--- src/rtl/gemac_csr_pkg.sv ---
// Shared constants for the GEMAC Wishbone CSR block: word indices, field bit positions, reset defaults.
// Latency: n/a (constants only).
// Backpressure: n/a.
package gemac_csr_pkg;

    // Word indices (byte address >> 2)
    localparam int W_SETTINGS     = 0;
    localparam int W_UCAST_H      = 1;
    localparam int W_UCAST_L      = 2;
    localparam int W_MIIMODER     = 3;
    localparam int W_MIIADDR      = 4;
    localparam int W_MIIDATA      = 5;
    localparam int W_MIICMD       = 6;
    localparam int W_MIISTATUS    = 7;
    localparam int W_MIIRX        = 8;
    localparam int W_PAUSE_TIME   = 9;
    localparam int W_PAUSE_THRESH = 10;
    localparam int W_IRQ_MASK     = 11;
    localparam int W_MCAST_BASE   = 16;

    // SETTINGS bit positions
    localparam int SET_PAUSE_RESPECT_EN = 0;
    localparam int SET_PASS_ALL         = 1;
    localparam int SET_PASS_PAUSE       = 2;
    localparam int SET_PASS_BCAST       = 3;
    localparam int SET_PASS_MCAST       = 4;
    localparam int SET_PASS_UCAST       = 5;
    localparam int SET_PAUSE_REQ_EN     = 6;

    // MIICMD bit positions
    localparam int CMD_SCAN  = 0;
    localparam int CMD_RSTAT = 1;
    localparam int CMD_WCTRL = 2;

    // MIISTATUS bit positions
    localparam int STAT_LINKFAIL = 0;
    localparam int STAT_BUSY     = 1;
    localparam int STAT_NVALID   = 2;
    localparam int STAT_DONE     = 3;

    // Reset defaults
    localparam logic [6:0]  SET_DEFAULT_C = 7'b0111101;
    localparam logic [47:0] UCAST_DEF_C   = 48'h0037_ffff3737;

endpackage

--- src/rtl/gemac_wb_csr_if.sv ---
// Wishbone classic slave bus bundle for the GEMAC CSR block.
// Latency: n/a (wires only).
// Backpressure: n/a; the slave paces the master with one ack/err pulse per access.
// Signals: wb_cyc/wb_stb/wb_we/wb_adr/wb_sel/wb_dat_i from master; wb_dat_o/wb_ack/wb_err from slave.
interface gemac_wb_csr_if #(
    parameter int AW = 8
);
    logic          wb_cyc;
    logic          wb_stb;
    logic          wb_we;
    logic [AW-1:0] wb_adr;
    logic [3:0]    wb_sel;
    logic [31:0]   wb_dat_i;
    logic [31:0]   wb_dat_o;
    logic          wb_ack;
    logic          wb_err;

    modport master (
        output wb_cyc, wb_stb, wb_we, wb_adr, wb_sel, wb_dat_i,
        input  wb_dat_o, wb_ack, wb_err
    );

    modport slave (
        input  wb_cyc, wb_stb, wb_we, wb_adr, wb_sel, wb_dat_i,
        output wb_dat_o, wb_ack, wb_err
    );
endinterface

--- src/rtl/gemac_csr_bytereg.sv ---
// Generic RW register with per-byte-lane write enables and a parameterised reset value.
// Latency: written value visible on q the cycle after we.
// Backpressure: none; a write is always taken when we is high.
// Ports: clk, rst (sync, high), we, be[NB-1:0] (lane enables, bit i in lane i/8), din[W-1:0], q[W-1:0].
module gemac_csr_bytereg #(
    parameter int          W   = 8,
    parameter logic [W-1:0] DEF = '0,
    parameter int          NB  = (W + 7) / 8
) (
    input  logic          clk,
    input  logic          rst,
    input  logic          we,
    input  logic [NB-1:0] be,
    input  logic [W-1:0]  din,
    output logic [W-1:0]  q
);
    logic [W-1:0] bitmask;

    always_comb begin
        bitmask = '0;
        for (int i = 0; i < W; i++) begin
            bitmask[i] = be[i / 8];
        end
    end

    always_ff @(posedge clk) begin
        if (rst) begin
            q <= DEF;
        end else if (we) begin
            q <= (q & ~bitmask) | (din & bitmask);
        end
    end
endmodule

--- src/rtl/gemac_wb_csr.sv ---
// GEMAC Wishbone CSR block: filter settings, unicast/multicast addresses, pause config, MIIM register set.
// Latency: ack/err and read data registered, one cycle after the access cycle.
// Backpressure: no new access is taken while ack/err is high, so a held strobe is answered every 2nd cycle.
// Ports: clk, rst (sync, high); wb (Wishbone slave modport); config outputs settings/ucast_addr/mcast_addr/
//   pause_*/miim_*; MIIM engine handshake inputs miim_*_start, miim_update_rx, miim_prsd, status bits; irq.
// Optional: define GEMAC_WB_IRQ_EN for the MIIM-done sticky flag, IRQ_MASK word and irq output.
module gemac_wb_csr
    import gemac_csr_pkg::*;
#(
    parameter int          AW          = 8,
    parameter int          NUM_MCAST   = 4,
    parameter logic [6:0]  SET_DEFAULT = SET_DEFAULT_C,
    parameter logic [47:0] UCAST_DEF   = UCAST_DEF_C
) (
    input  logic                    clk,
    input  logic                    rst,
    gemac_wb_csr_if.slave           wb,
    output logic [6:0]              settings,
    output logic [47:0]             ucast_addr,
    output logic [48*NUM_MCAST-1:0] mcast_addr,
    output logic [15:0]             pause_time,
    output logic [15:0]             pause_thresh,
    output logic [7:0]              miim_divider,
    output logic                    miim_nopre,
    output logic [4:0]              miim_rgad,
    output logic [4:0]              miim_fiad,
    output logic [15:0]             miim_ctrl_data,
    output logic                    miim_wctrl,
    output logic                    miim_rstat,
    output logic                    miim_scan,
    input  logic                    miim_wctrl_start,
    input  logic                    miim_rstat_start,
    input  logic                    miim_update_rx,
    input  logic [15:0]             miim_prsd,
    input  logic                    miim_busy,
    input  logic                    miim_nvalid,
    input  logic                    miim_linkfail,
    output logic                    irq
);
    logic [31:0] widx;
    logic        acc, wr, mapped;
    logic        ack_q, err_q;
    logic [31:0] rdata, dat_q;
    logic [3:0]  sel;
    logic [31:0] din;
    logic [15:0] ucast_h;
    logic [31:0] ucast_l;
    logic [8:0]  moder;
    logic [2:0]  cmd;
    logic        cmd_wr;
    logic [15:0] rx_q;
    logic        done;
    logic [15:0] mc_h [NUM_MCAST];
    logic [31:0] mc_l [NUM_MCAST];
    logic        unused_adr;

    assign widx       = 32'(wb.wb_adr[AW-1:2]);
    assign unused_adr = ^wb.wb_adr[1:0];
    assign sel        = wb.wb_sel;
    assign din        = wb.wb_dat_i;

    // A pending response blocks the next access, giving exactly one pulse per access.
    assign acc = wb.wb_cyc & wb.wb_stb & ~ack_q & ~err_q;
    assign wr  = acc & wb.wb_we & mapped;

    gemac_csr_bytereg #(.W(7), .DEF(SET_DEFAULT)) u_settings (
        .clk, .rst, .we(wr & (widx == 32'(W_SETTINGS))), .be(sel[0:0]), .din(din[6:0]), .q(settings));
    gemac_csr_bytereg #(.W(16), .DEF(UCAST_DEF[47:32])) u_ucast_h (
        .clk, .rst, .we(wr & (widx == 32'(W_UCAST_H))), .be(sel[1:0]), .din(din[15:0]), .q(ucast_h));
    gemac_csr_bytereg #(.W(32), .DEF(UCAST_DEF[31:0])) u_ucast_l (
        .clk, .rst, .we(wr & (widx == 32'(W_UCAST_L))), .be(sel), .din(din), .q(ucast_l));
    gemac_csr_bytereg #(.W(9)) u_moder (
        .clk, .rst, .we(wr & (widx == 32'(W_MIIMODER))), .be(sel[1:0]), .din(din[8:0]), .q(moder));
    // MIIADDR fields sit in different byte lanes with a gap, so they are held separately.
    gemac_csr_bytereg #(.W(5)) u_fiad (
        .clk, .rst, .we(wr & (widx == 32'(W_MIIADDR))), .be(sel[0:0]), .din(din[4:0]), .q(miim_fiad));
    gemac_csr_bytereg #(.W(5)) u_rgad (
        .clk, .rst, .we(wr & (widx == 32'(W_MIIADDR))), .be(sel[1:1]), .din(din[12:8]), .q(miim_rgad));
    gemac_csr_bytereg #(.W(16)) u_miidata (
        .clk, .rst, .we(wr & (widx == 32'(W_MIIDATA))), .be(sel[1:0]), .din(din[15:0]), .q(miim_ctrl_data));
    gemac_csr_bytereg #(.W(16)) u_pause_time (
        .clk, .rst, .we(wr & (widx == 32'(W_PAUSE_TIME))), .be(sel[1:0]), .din(din[15:0]), .q(pause_time));
    gemac_csr_bytereg #(.W(16)) u_pause_thresh (
        .clk, .rst, .we(wr & (widx == 32'(W_PAUSE_THRESH))), .be(sel[1:0]), .din(din[15:0]), .q(pause_thresh));

    for (genvar k = 0; k < NUM_MCAST; k++) begin : g_mcast
        gemac_csr_bytereg #(.W(16)) u_h (
            .clk, .rst, .we(wr & (widx == 32'(W_MCAST_BASE + 2*k))), .be(sel[1:0]), .din(din[15:0]), .q(mc_h[k]));
        gemac_csr_bytereg #(.W(32)) u_l (
            .clk, .rst, .we(wr & (widx == 32'(W_MCAST_BASE + 2*k + 1))), .be(sel), .din(din), .q(mc_l[k]));
        assign mcast_addr[48*k +: 48] = {mc_h[k], mc_l[k]};
    end

    assign ucast_addr   = {ucast_h, ucast_l};
    assign miim_divider = moder[7:0];
    assign miim_nopre   = moder[8];

    // MIICMD: a busy engine or missing lane 0 discards the write; a write beats a same-cycle start strobe.
    assign cmd_wr = wr & (widx == 32'(W_MIICMD)) & ~miim_busy & sel[0];

    always_ff @(posedge clk) begin
        if (rst) begin
            cmd <= '0;
        end else if (cmd_wr) begin
            cmd <= din[2:0];
        end else begin
            if (miim_wctrl_start) cmd[CMD_WCTRL] <= 1'b0;
            if (miim_rstat_start) cmd[CMD_RSTAT] <= 1'b0;
        end
    end

    assign miim_wctrl = cmd[CMD_WCTRL];
    assign miim_rstat = cmd[CMD_RSTAT];
    assign miim_scan  = cmd[CMD_SCAN];

    always_ff @(posedge clk) begin
        if (rst) begin
            rx_q <= '0;
        end else if (miim_update_rx) begin
            rx_q <= miim_prsd;
        end
    end

`ifdef GEMAC_WB_IRQ_EN
    logic busy_q, irq_mask, irq_q, w1c;

    gemac_csr_bytereg #(.W(1)) u_irq_mask (
        .clk, .rst, .we(wr & (widx == 32'(W_IRQ_MASK))), .be(sel[0:0]), .din(din[0:0]), .q(irq_mask));

    assign w1c = wr & (widx == 32'(W_MIISTATUS)) & sel[0] & din[STAT_DONE];

    // Done is sticky on the busy falling edge; a fresh completion beats a same-cycle clear.
    always_ff @(posedge clk) begin
        if (rst) begin
            busy_q <= 1'b0;
            done   <= 1'b0;
            irq_q  <= 1'b0;
        end else begin
            busy_q <= miim_busy;
            if (busy_q & ~miim_busy) begin
                done <= 1'b1;
            end else if (w1c) begin
                done <= 1'b0;
            end
            irq_q <= done & irq_mask;
        end
    end

    assign irq = irq_q;
`else
    assign done = 1'b0;
    assign irq  = 1'b0;
`endif

    always_comb begin
        rdata  = '0;
        mapped = 1'b0;
        case (widx)
            32'(W_SETTINGS):     begin mapped = 1'b1; rdata[6:0]  = settings;       end
            32'(W_UCAST_H):      begin mapped = 1'b1; rdata[15:0] = ucast_h;        end
            32'(W_UCAST_L):      begin mapped = 1'b1; rdata       = ucast_l;        end
            32'(W_MIIMODER):     begin mapped = 1'b1; rdata[8:0]  = moder;          end
            32'(W_MIIADDR):      begin mapped = 1'b1; rdata[12:8] = miim_rgad; rdata[4:0] = miim_fiad; end
            32'(W_MIIDATA):      begin mapped = 1'b1; rdata[15:0] = miim_ctrl_data; end
            32'(W_MIICMD):       begin mapped = 1'b1; rdata[2:0]  = cmd;            end
            32'(W_MIISTATUS):    begin
                mapped = 1'b1;
                rdata[STAT_DONE]     = done;
                rdata[STAT_NVALID]   = miim_nvalid;
                rdata[STAT_BUSY]     = miim_busy;
                rdata[STAT_LINKFAIL] = miim_linkfail;
            end
            32'(W_MIIRX):        begin mapped = 1'b1; rdata[15:0] = rx_q;           end
            32'(W_PAUSE_TIME):   begin mapped = 1'b1; rdata[15:0] = pause_time;     end
            32'(W_PAUSE_THRESH): begin mapped = 1'b1; rdata[15:0] = pause_thresh;   end
`ifdef GEMAC_WB_IRQ_EN
            32'(W_IRQ_MASK):     begin mapped = 1'b1; rdata[0]    = irq_mask;       end
`endif
            default: ;
        endcase
        for (int k = 0; k < NUM_MCAST; k++) begin
            if (widx == 32'(W_MCAST_BASE + 2*k)) begin
                mapped      = 1'b1;
                rdata[15:0] = mc_h[k];
            end
            if (widx == 32'(W_MCAST_BASE + 2*k + 1)) begin
                mapped = 1'b1;
                rdata  = mc_l[k];
            end
        end
    end

    always_ff @(posedge clk) begin
        if (rst) begin
            ack_q <= 1'b0;
            err_q <= 1'b0;
            dat_q <= '0;
        end else begin
            ack_q <= acc & mapped;
            err_q <= acc & ~mapped;
            if (acc) dat_q <= rdata;
        end
    end

    assign wb.wb_ack   = ack_q;
    assign wb.wb_err   = err_q;
    assign wb.wb_dat_o = dat_q;
endmodule

--- src/flat_wrapper.sv ---
// flat-port wrapper written by rule: the top's interface ports become plain ports
module gemac_wb_csr_flat import gemac_csr_pkg::*;
#(
    parameter int          AW          = 8,
    parameter int          NUM_MCAST   = 4,
    parameter logic [6:0]  SET_DEFAULT = SET_DEFAULT_C,
    parameter logic [47:0] UCAST_DEF   = UCAST_DEF_C
)
  (clk, rst, settings, ucast_addr, mcast_addr, pause_time, pause_thresh, miim_divider, miim_nopre, miim_rgad, miim_fiad, miim_ctrl_data, miim_wctrl, miim_rstat, miim_scan, miim_wctrl_start, miim_rstat_start, miim_update_rx, miim_prsd, miim_busy, miim_nvalid, miim_linkfail, irq, wb_wb_cyc, wb_wb_stb, wb_wb_we, wb_wb_adr, wb_wb_sel, wb_wb_dat_i, wb_wb_dat_o, wb_wb_ack, wb_wb_err);
  gemac_wb_csr_if #(.AW(AW)) wb_i ();
  input  logic clk;
  input  logic rst;
  output logic [6:0] settings;
  output logic [47:0] ucast_addr;
  output logic [48*NUM_MCAST-1:0] mcast_addr;
  output logic [15:0] pause_time;
  output logic [15:0] pause_thresh;
  output logic [7:0] miim_divider;
  output logic miim_nopre;
  output logic [4:0] miim_rgad;
  output logic [4:0] miim_fiad;
  output logic [15:0] miim_ctrl_data;
  output logic miim_wctrl;
  output logic miim_rstat;
  output logic miim_scan;
  input  logic miim_wctrl_start;
  input  logic miim_rstat_start;
  input  logic miim_update_rx;
  input  logic [15:0] miim_prsd;
  input  logic miim_busy;
  input  logic miim_nvalid;
  input  logic miim_linkfail;
  output logic irq;
  input wire logic [$bits(wb_i.wb_cyc)-1:0] wb_wb_cyc;
  input wire logic [$bits(wb_i.wb_stb)-1:0] wb_wb_stb;
  input wire logic [$bits(wb_i.wb_we)-1:0] wb_wb_we;
  input wire logic [$bits(wb_i.wb_adr)-1:0] wb_wb_adr;
  input wire logic [$bits(wb_i.wb_sel)-1:0] wb_wb_sel;
  input wire logic [$bits(wb_i.wb_dat_i)-1:0] wb_wb_dat_i;
  output wire logic [$bits(wb_i.wb_dat_o)-1:0] wb_wb_dat_o;
  output wire logic [$bits(wb_i.wb_ack)-1:0] wb_wb_ack;
  output wire logic [$bits(wb_i.wb_err)-1:0] wb_wb_err;
  assign wb_i.wb_cyc = wb_wb_cyc;
  assign wb_i.wb_stb = wb_wb_stb;
  assign wb_i.wb_we = wb_wb_we;
  assign wb_i.wb_adr = wb_wb_adr;
  assign wb_i.wb_sel = wb_wb_sel;
  assign wb_i.wb_dat_i = wb_wb_dat_i;
  assign wb_wb_dat_o = wb_i.wb_dat_o;
  assign wb_wb_ack = wb_i.wb_ack;
  assign wb_wb_err = wb_i.wb_err;
  gemac_wb_csr #(.AW(AW), .NUM_MCAST(NUM_MCAST), .SET_DEFAULT(SET_DEFAULT), .UCAST_DEF(UCAST_DEF)) u_core (.clk(clk), .rst(rst), .wb(wb_i), .settings(settings), .ucast_addr(ucast_addr), .mcast_addr(mcast_addr), .pause_time(pause_time), .pause_thresh(pause_thresh), .miim_divider(miim_divider), .miim_nopre(miim_nopre), .miim_rgad(miim_rgad), .miim_fiad(miim_fiad), .miim_ctrl_data(miim_ctrl_data), .miim_wctrl(miim_wctrl), .miim_rstat(miim_rstat), .miim_scan(miim_scan), .miim_wctrl_start(miim_wctrl_start), .miim_rstat_start(miim_rstat_start), .miim_update_rx(miim_update_rx), .miim_prsd(miim_prsd), .miim_busy(miim_busy), .miim_nvalid(miim_nvalid), .miim_linkfail(miim_linkfail), .irq(irq));
endmodule
--- config.mk ---
export PLATFORM = sky130hd
export DESIGN_NAME = gemac_wb_csr_flat
export DESIGN_NICKNAME = d
export VERILOG_FILES = /design/src/rtl/gemac_csr_pkg.sv /design/src/rtl/gemac_wb_csr_if.sv /design/src/rtl/gemac_csr_bytereg.sv /design/src/rtl/gemac_wb_csr.sv /design/src/flat_wrapper.sv
export SDC_FILE = /design/constraint.sdc
export NUM_CORES = 1
export LEC_CHECK = 0
export ABC_AREA = 1
export CELL_PAD_IN_SITES_DETAIL_PLACEMENT = 0
export CELL_PAD_IN_SITES_GLOBAL_PLACEMENT = 1
export CORE_UTILIZATION = 39
export DETAILED_ROUTE_END_ITERATION = 16
export DONT_BUFFER_PORTS = 1
export GPL_TIMING_DRIVEN = 0
export PLACE_DENSITY_LB_ADDON = 0.1
export SLEW_MARGIN = 20
export SYNTH_ARGS = -nofsm -noshare
export SYNTH_HDL_FRONTEND = slang
export SYNTH_HIERARCHICAL = 1
export SYNTH_SLANG_ARGS = --single-unit
--- constraint.sdc ---
create_clock -name clk -period 2.05 [get_ports clk]
set_input_delay 0.205 -clock clk [delete_from_list [all_inputs] [get_ports clk]]
set_output_delay 0.205 -clock clk [all_outputs]
set_load 0.05 [all_outputs]
* Yosys cells after proc, flatten, opt, wreduce, memory -nomap -nowiden
Index checks and enable logic that the tools add are counted.
** Cells by class
- Bitwise operators :: 76
- Equality and inequality tests :: 18
- Muxes and demuxes :: 29
- Reduce and logical (&&, ||, !) cells :: 4
** Operators with widths (count)
- bitwise AND 32 bit :: 6
- bitwise OR 32 bit :: 5
- bitwise AND 16 bit :: 9
- two-way mux 32 bit :: 4
- bitwise OR 16 bit :: 8
- two-way mux 16 bit :: 5
- equality test 6 x 5 -> 1 bit, second input constant :: 8
- case mux 3 bit (11 select lines) :: 1
- logical NOT 32 bit :: 1
- NOT 32 bit :: 1
- case mux 4 bit (7 select lines) :: 1
- bitwise AND 1 bit :: 26
- equality test 6 x 3 -> 1 bit, second input constant :: 4
- bitwise AND 5 bit :: 4
- bitwise AND 9 bit :: 2
- equality test 6 x 4 -> 1 bit, second input constant :: 3
- case mux 1 bit (9 select lines) :: 2
- case mux 3 bit (6 select lines) :: 1
- NOT 16 bit :: 1
- case mux 2 bit (8 select lines) :: 1
- bitwise AND 7 bit :: 2
- equality test 6 x 2 -> 1 bit, second input constant :: 2
- two-way mux 1 bit :: 11
- OR reduction 11 bit :: 1
- 12 further kinds :: 18
** Word-level totals
- Word-level logic and storage cells :: 151
- Output and inout port bits :: 352
- Input port bits :: 71
- Bits in registers :: 367

* Logic depth before layout (Yosys ltp)
Gate-level depths: netlist of run 1.
- Depth after elaboration :: 16
- Mapped depth :: 18
- Mapped depth without buffers :: 16

* Hierarchy
Netlist of run 1, hierarchy kept.
** By module, submodules not included
- gemac_csr_bytereg (u_core.g_mcast[0].u_l ...) :: sequential area each 640.6 um^2, cells an instance 204, instances 4, area each 1312.5 um^2
- gemac_wb_csr :: sequential area each 1061.0 um^2, cells an instance 885, instances 1, area each 4787.1 um^2
- gemac_csr_bytereg (u_core.g_mcast[0].u_h ...) :: sequential area each 320.3 um^2, cells an instance 102, instances 7, area each 654.4 um^2
- gemac_csr_bytereg (u_core.u_ucast_l) :: sequential area each 640.6 um^2, cells an instance 155, instances 1, area each 1207.4 um^2
- gemac_csr_bytereg (u_core.u_ucast_h) :: sequential area each 320.3 um^2, cells an instance 92, instances 1, area each 648.1 um^2
- gemac_csr_bytereg (u_core.u_fiad ...) :: sequential area each 100.1 um^2, cells an instance 32, instances 2, area each 203.9 um^2
- gemac_csr_bytereg (u_core.u_moder) :: sequential area each 180.2 um^2, cells an instance 58, instances 1, area each 379.1 um^2
- gemac_csr_bytereg (u_core.u_settings) :: sequential area each 140.1 um^2, cells an instance 34, instances 1, area each 264.0 um^2

* Least setup slack after synthesis of run 1
Ideal clock, no wire load.
- Kind :: input-to-reg
- Start point :: input wb_wb_adr[7]
- End point :: register (tool-made name)
- Stages :: 15
- Slack :: -0.088 ns
- Arrival time :: 2.024 ns
- Path buffers :: 1
- Setup time :: 0.114 ns
- Path through :: nor2_2 buf_4 nand2_2 nor2_1 inv_1 nand4_1 nor3_1 nand2_2 nand2_2 nor2_4 inv_2 nor3_1 nand2_4 nor2_1 nor2_1
** RTL lines
- from (decl) :: RTL line flat_wrapper.sv:37 : input wire logic [$bits(wb_i.wb_adr)-1:0] wb_wb_adr;

==> summary.md, run 1 <==
| Metric | Value |
|---|---|
| DIE WIDTH | 214 µm |
| Power Dens Cells | 702 mW/mm² |
| 1st-iter DRT viols | 1599 |
| Failing checks | hold timing, setup timing |
| Compound-cell area share of the yosys netlist | 4.03% |
| Drt pass-1 iters | 6 |
| Total CTS buffers | 44 |
| Core area | 0.0442 mm² |
| GPL Wtd Cong | 0.961 |
| Synth unique cells | 36 |
| Simple-gate share of the synthesized area | 42.4% |
| Number of remaining DRC errors | 0 |
| Row count | 77 |
| Number of synthesized register bits | 367 |
| Max-Cap Viols | 0 |
| Worst Slack Setup Final | -50.9 ps |
| # nets final | 3080 |
| RSZ-0062 raised after global routing | true |
| Worst slew pin tran | 1370 ps |
| Ys Warns | 6 |
| Number of synthesized flops with an enable pin | 0 |
| Drt wl/cell | 22.3 µm |
| Initial Util | 39.6% |
| Hold WS | -234 ps |
| Final Skew | 16.9 ps |
| Synth Instances | 2818 |
| Hold_sp | wb_wb_dat_i[7] |
| Ys flop type | dfxtp_1 |
| Sequential area share after synthesis | 41.9% |
| CTS root buf | clkbuf_16 |
| Placed Area | 0.0183 mm² |
| Post-Place Cells | 3410 |
| Tcrit/Tclk final | 102% |
| Fin area | 0.0229 mm² |
| CTS Sinks | 367 |
| Setup CP Type | reg2reg |
| Die area | 0.0458 mm² |
| Final setup TNS | -1490 ps |
| Final number of setup-violating endpoints | 73 |
| Mapped Avg Cell Area | 6.22 µm² |
| Port Buffers | 0 |
| Startpoint types | flop |
| First-pass GRT wire length | 115000 µm |
| Post-Synth XOR/XNOR Area | 0% |
| Detailed placement HPWL | 58400 µm |
| Gr ovfl total | 0 |
| Mapped Nets | 2889 |
| Static leakage | 11.0 nW |
| Synth area leaders | dfxtp_1 (42%), nand2_1 (21%), nor2_1 (14%), inv_1 (7.3%), nand3_1 (3.5%) |
| Multiplexer share of the synthesized area | 0% |
| IO Count | 423 |
| Final Max Slew Viols | 0 |
| Clock Latency Late Sink | 580 ps |
| Ys async rst share | 0% |
| Initial antenna violation count | 3 |
| Clock slew seen by the registers of the worst setup and hold paths | 60 ps |
| Antenna Violating Nets Remaining | 0 |
| FF-to-FF Start | u_core/wb.wb_err |
| Crit. End Element | flop |
| Achievable frequency | 476 MHz |
| Min cycle time layout | 2100 ps |
| Vias in the first global route | 16900 |
| Synth Area in Adders | 0% |
| Yosys top cell by area | dfxtp_1 |
| Vias/cell | 5.09 |
| Synth top area share | 41.9% |
| Slew margin rel. | 8.65% |
| Htree depth | 2 |
| Clock buffer depth | 3 |
| Hold/Removal Path Class | in2reg |
| Worst EP required | 2560 ps |
| Area Growth Syn to Fin | 30.6% |
| Combinational family with the most area after synthesis | simple AND/OR/NAND/NOR gates |
| DIE HEIGHT | 214 µm |
| CTS tree | done |
| Status | finished with violations |
| CP Launch Point | u_core/wb.wb_err |
| Non-Filler Instances | 3636 |
| Crit path arrival time | 2610 ps |
| Total GRT Usage | 33.8% |
| Crit-path max FO | 8 |
| Post-Syn Area | 0.0175 mm² |
| Worst VDD drop | 638 µV |
| Final WL | 81300 µm |
| Largest net degree at the start of global routing | 32 |
| Final hold vios | 70 |
| Share of cells above drive strength 1 | 18.8% |
| DR vias | 18500 |
layout by cell type (no fill, tap or decap), drive strengths merged, types with 2 or more instances in the layout:
master | synthesis | layout
nand2 | 1010 | 1011
nor2 | 664 | 664
dfxtp | 367 | 367
inv | 347 | 347
buf | 76 | 152
nand3 | 121 | 121
clkbuf | 39 | 119
a21oi | 81 | 81
dlygate4sd3 | 0 | 58
nand4 | 38 | 38
or2 | 17 | 17
a31oi | 16 | 16
o2111ai | 16 | 16
o21ai | 9 | 9
nor3 | 8 | 8
clkinv | 1 | 7
diode | 0 | 4
and3 | 2 | 2
power by group:
part / leakage, nW / internal [mW] / switching, mW
Combinational: 7.36 / 0.238 / 0.697
Sequential: 2.97 / 7.16 / 0.0519
Clock: 0.712 / 4.67 / 3.25
Total: 11.0 / 12.1 / 4.00
critical path, stage by stage, from the launching register on:
cell,delay (ps)
dfxtp_4,400
nor2_1,100
and3_1,170
buf_6,120
nand2_4,60
nor2_4,180
inv_8,90
buf_12,160
nor2_4,100
buf_12,180
nand2_8,90
clkbuf_16,180
nand2_1,60
nand2_1,40
nor2_1,70
stage by stage:
step / setup slack (ps) / utilization [%] / hold WS, ps / power (mW)
2_1_floorplan: -64.4 / - / 321 / 7.66
4_1_cts: -107 / 48.2 / -262 / 16.0
5_1_grt: -148 / 51.8 / -248 / 16.5
6_report: -50.9 / 51.8 / -234 / 16.1
3_5_place_dp: -1550 / 41.3 / 346 / 7.88
3_3_place_gp: -1550 / 41.3 / 341 / 7.87
layout make-up:
cell class | instances | area, µm²
Multi-Input combinational cell | 1989 | 9370
Buffer | 112 | 867
Inverter | 348 | 1320
Clock buffer | 70 | 1370
Timing Repair Buffer | 147 | 1760
Sequential cell | 367 | 7400
Fill cell | 4400 | 21300
Tap cell | 592 | 741
Clock inverter | 7 | 60.1
Antenna cell | 4 | 10.0
cell usage after synthesis, drive strengths merged (2+ instances only):
master and count:
nor3 8, inv 347, o2111ai 16, nor2 664
a31oi 16, nand2 1010, nand3 121, nand4 38
a21oi 81, or2 17, dfxtp 367, and3 2
buf 76, clkbuf 39, o21ai 9
timing repair:
action / in CTS / in global routing
buffers inserted: 37 / 26
endpoints found under the setup margin: 340 / 321
cloned: 7 / 11
pin swaps: 35 / 90
hold buffers: 53 / 14
gates resized for setup: 185 / 294
endpoints found under the hold margin: 334 / 194
layer usage:
layer / up-vias / wire length (µm) / global-route usage, %
li1: 8909 / - / -
met1: 8680 / 32500 / 41.6
met2: 782 / 38400 / 56.4
met3: 145 / 7530 / 9.57
met4: 0 / 2800 / 11.5
met5: - / 0 / 0
logic make-up (layout without fill, tap and decap cells):
| family | count (synthesis) | in the layout |
|---|---|---|
| and+or+nand+nor | 1863 | 1864 |
| buffers and inverters | 463 | 684 |
| DFF | 367 | 367 |
| AOI/OAI and AO/OA | 124 | 124 |
| other | 1 | 5 |
worst paths after layout:
path | slack (ps) | to | depth (start not counted)
max | -50 | flop | 14
min | -230 | flop | 2
max reg2reg | -50 | flop | 14
min reg2reg | 460 | u_core/rx_q[15] | 2
(Power assumes the default switching activity.)
==> inputs of run 2 (changes only) <==
CORE_MARGIN = 1   (was default)
SLEW_MARGIN = default   (was 20)
==> run 2 against run 1 <==
The run still ends with hold timing, setup timing left. Via count decreased by 2.0%. Flip-flop and latch count unchanged. Design area down 7.1%. Clock power decreased by 1%. Worst setup slack got worse by 47 ps. First-iteration DRC count down 8.8%.
==> summary.md, run 2 (synthesis gave the netlist of run 1 again) <==
| Metric | Value |
|---|---|
| Status | finished with violations |
| Failing checks | hold timing, setup timing |
| Worst EP required | 2520 ps |
| Crit path arrival time | 2610 ps |
| Hold path depth | 4 |
| Filler cell count in the final layout | 4572 |
| Static leakage | 10.8 nW |
| Hold/Removal Path Class | in2reg |
| DIE HEIGHT | 214 µm |
| Worst slew pin tran | 1290 ps |
| Max incr delay on CP | 400 ps |
| DR vias | 18100 |
| Core area | 0.0442 mm² |
| Gr ovfl total | 0 |
| Slowest-stage cell, CP | dfxtp_4 |
| # nets final | 3022 |
| Reg2reg setup slack | -100 ps |
| CTS tree | done |
| Row count | 77 |
| Tcrit/Tclk final | 105% |
| Worst Path Buf+Inv | 5 |
| Number of remaining DRC errors | 0 |
| GPL Wtd Cong | 0.961 |
| Worst Slack Setup Final | -98.3 ps |
| RSZ-0062 raised after global routing | true |
| Min cycle time layout | 2150 ps |
| IO Count | 423 |
| Hold_sp | wb_wb_sel[3] |
| Crit path depth | 13 |
| Placed Area | 0.0183 mm² |
| Clock slew seen by the registers of the worst setup and hold paths | 60 ps |
| Power Dens Cells | 749 mW/mm² |
| Worst-path cell chain | nor2_1 > and3_1 > buf_6 > nand2_4 > nor2_4 > inv_6 > buf_12 > nor2_4 > buf_12 > nand2_4 > buf_6 > nor2_1 > nor2_1 |
| Area Growth Syn to Fin | 21.3% |
| Htree depth | 2 |
| Startpoint types | flop |
| Commonest non-fill, non-tap cell in the layout | nand2_1 |
| Detailed placement HPWL | 58400 µm |
| Drt wl/cell | 22.2 µm |
| First-pass GRT wire length | 115000 µm |
| Hold WS | -106 ps |
| Final Max Slew Viols | 0 |
| DIE WIDTH | 214 µm |
| Final Skew | 18.7 ps |
| FF-to-FF Start | u_core/wb.wb_ack |
| Total CTS buffers | 44 |
| Drt pass-1 iters | 5 |
| Setup WS pre-CTS | -1570 ps |
| Most frequent CP cell | nor2_1 |
| CP delay by family, top | simple AND/OR/NAND/NOR gates |
| Vias in the first global route | 16900 |
| Vias/cell | 5.07 |
| Slew margin rel. | 13.8% |
| Initial Util | 39.6% |
| CTS Sinks | 367 |
| 1st-iter DRT viols | 1459 |
| Clock Latency Late Sink | 580 ps |
| Port Buffers | 0 |
| Largest net degree at the start of global routing | 33 |
| Final hold vios | 24 |
| Total GRT Usage | 33.7% |
| Initial antenna violation count | 4 |
| CTS root buf | clkbuf_16 |
| Die area | 0.0458 mm² |
| Max-Cap Viols | 0 |
| Antenna Violating Nets Remaining | 0 |
| Setup CP Type | reg2reg |
| Fin area | 0.0213 mm² |
| R2R cell count | 13 |
| Crit-path max FO | 10 |
| Final WL | 79500 µm |
| Most frequent cells in the layout | nand2_1 (961), nor2_1 (618), inv_1 (340) |
| Final setup TNS | -5680 ps |
| Share of cells above drive strength 1 | 11.2% |
| Clock buffer depth | 3 |
| Achievable frequency | 465 MHz |
| Final number of setup-violating endpoints | 124 |
| Worst VDD drop | 551 µV |
| Crit. End Element | flop |
run 2: tightest hold or removal path, stage by stage:
cell and delay, ps:
nand2_8 80, nand2_1 50, nand2_1 50, nor2_1 30
run 2: stage by stage:
step,util [%],total power [mW],hold slack [ps],cells
4_1_cts,47.6,16.0,-253,3569
5_1_grt,48.1,16.4,-111,3578
3_5_place_dp,41.3,7.88,347,3410
6_report,48.1,15.9,-106,3580
2_1_floorplan,-,7.66,321,2818
3_3_place_gp,41.3,7.87,341,3410
run 2: layout make-up:
class	count	area (µm²)	area share [%]
clock buffers	68	1340	6.31
inverters	348	1310	6.18
clock inverters	9	80.1	0.377
plain buffers	115	852	4.01
well taps	592	741	3.48
repair buffers	87	971	4.57
diodes	6	15.0	0.0706
multi-input cells	1988	8560	40.3
flip-flops and latches	367	7390	34.7
run 2: where the power goes:
| part | internal, mW | switching, mW | total (mW) | leakage, nW |
|---|---|---|---|---|
| Combinational | 0.209 | 0.656 | 0.865 | 7.12 |
| Clock | 4.61 | 3.23 | 7.84 | 0.703 |
| Sequential | 7.16 | 0.0521 | 7.21 | 2.97 |
run 2: timing repair:
item	CTS	global route
endpoints found under the hold margin	334	25
setup buffers	21	1
gates resized for setup	148	31
hold buffers	61	1
endpoints found under the setup margin	345	326
cloned	0	3
pin swaps	16	5
run 2: metal layers:
layer  part of all wire [%]  track usage (%)  vias up
met5                      0                0        -
met4                    3.0             11.4        0
met3                    9.6             10.0      123
met2                     47             56.3      767
met1                     40             41.1     8484
li1                       -                -     8769
run 2: how the worst max path moves through the flow:
stage	start	endpoint	slack [ps]
after global placement	wb_wb_adr[5]	flop	-1550
after floorplan	wb_wb_adr[7]	flop	-60
after global routing	u_core/wb.wb_ack	flop	-170
final	u_core/wb.wb_ack	flop	-100
after CTS	u_core/wb.wb_ack	flop	-100
after detailed placement	wb_wb_adr[5]	flop	-1570
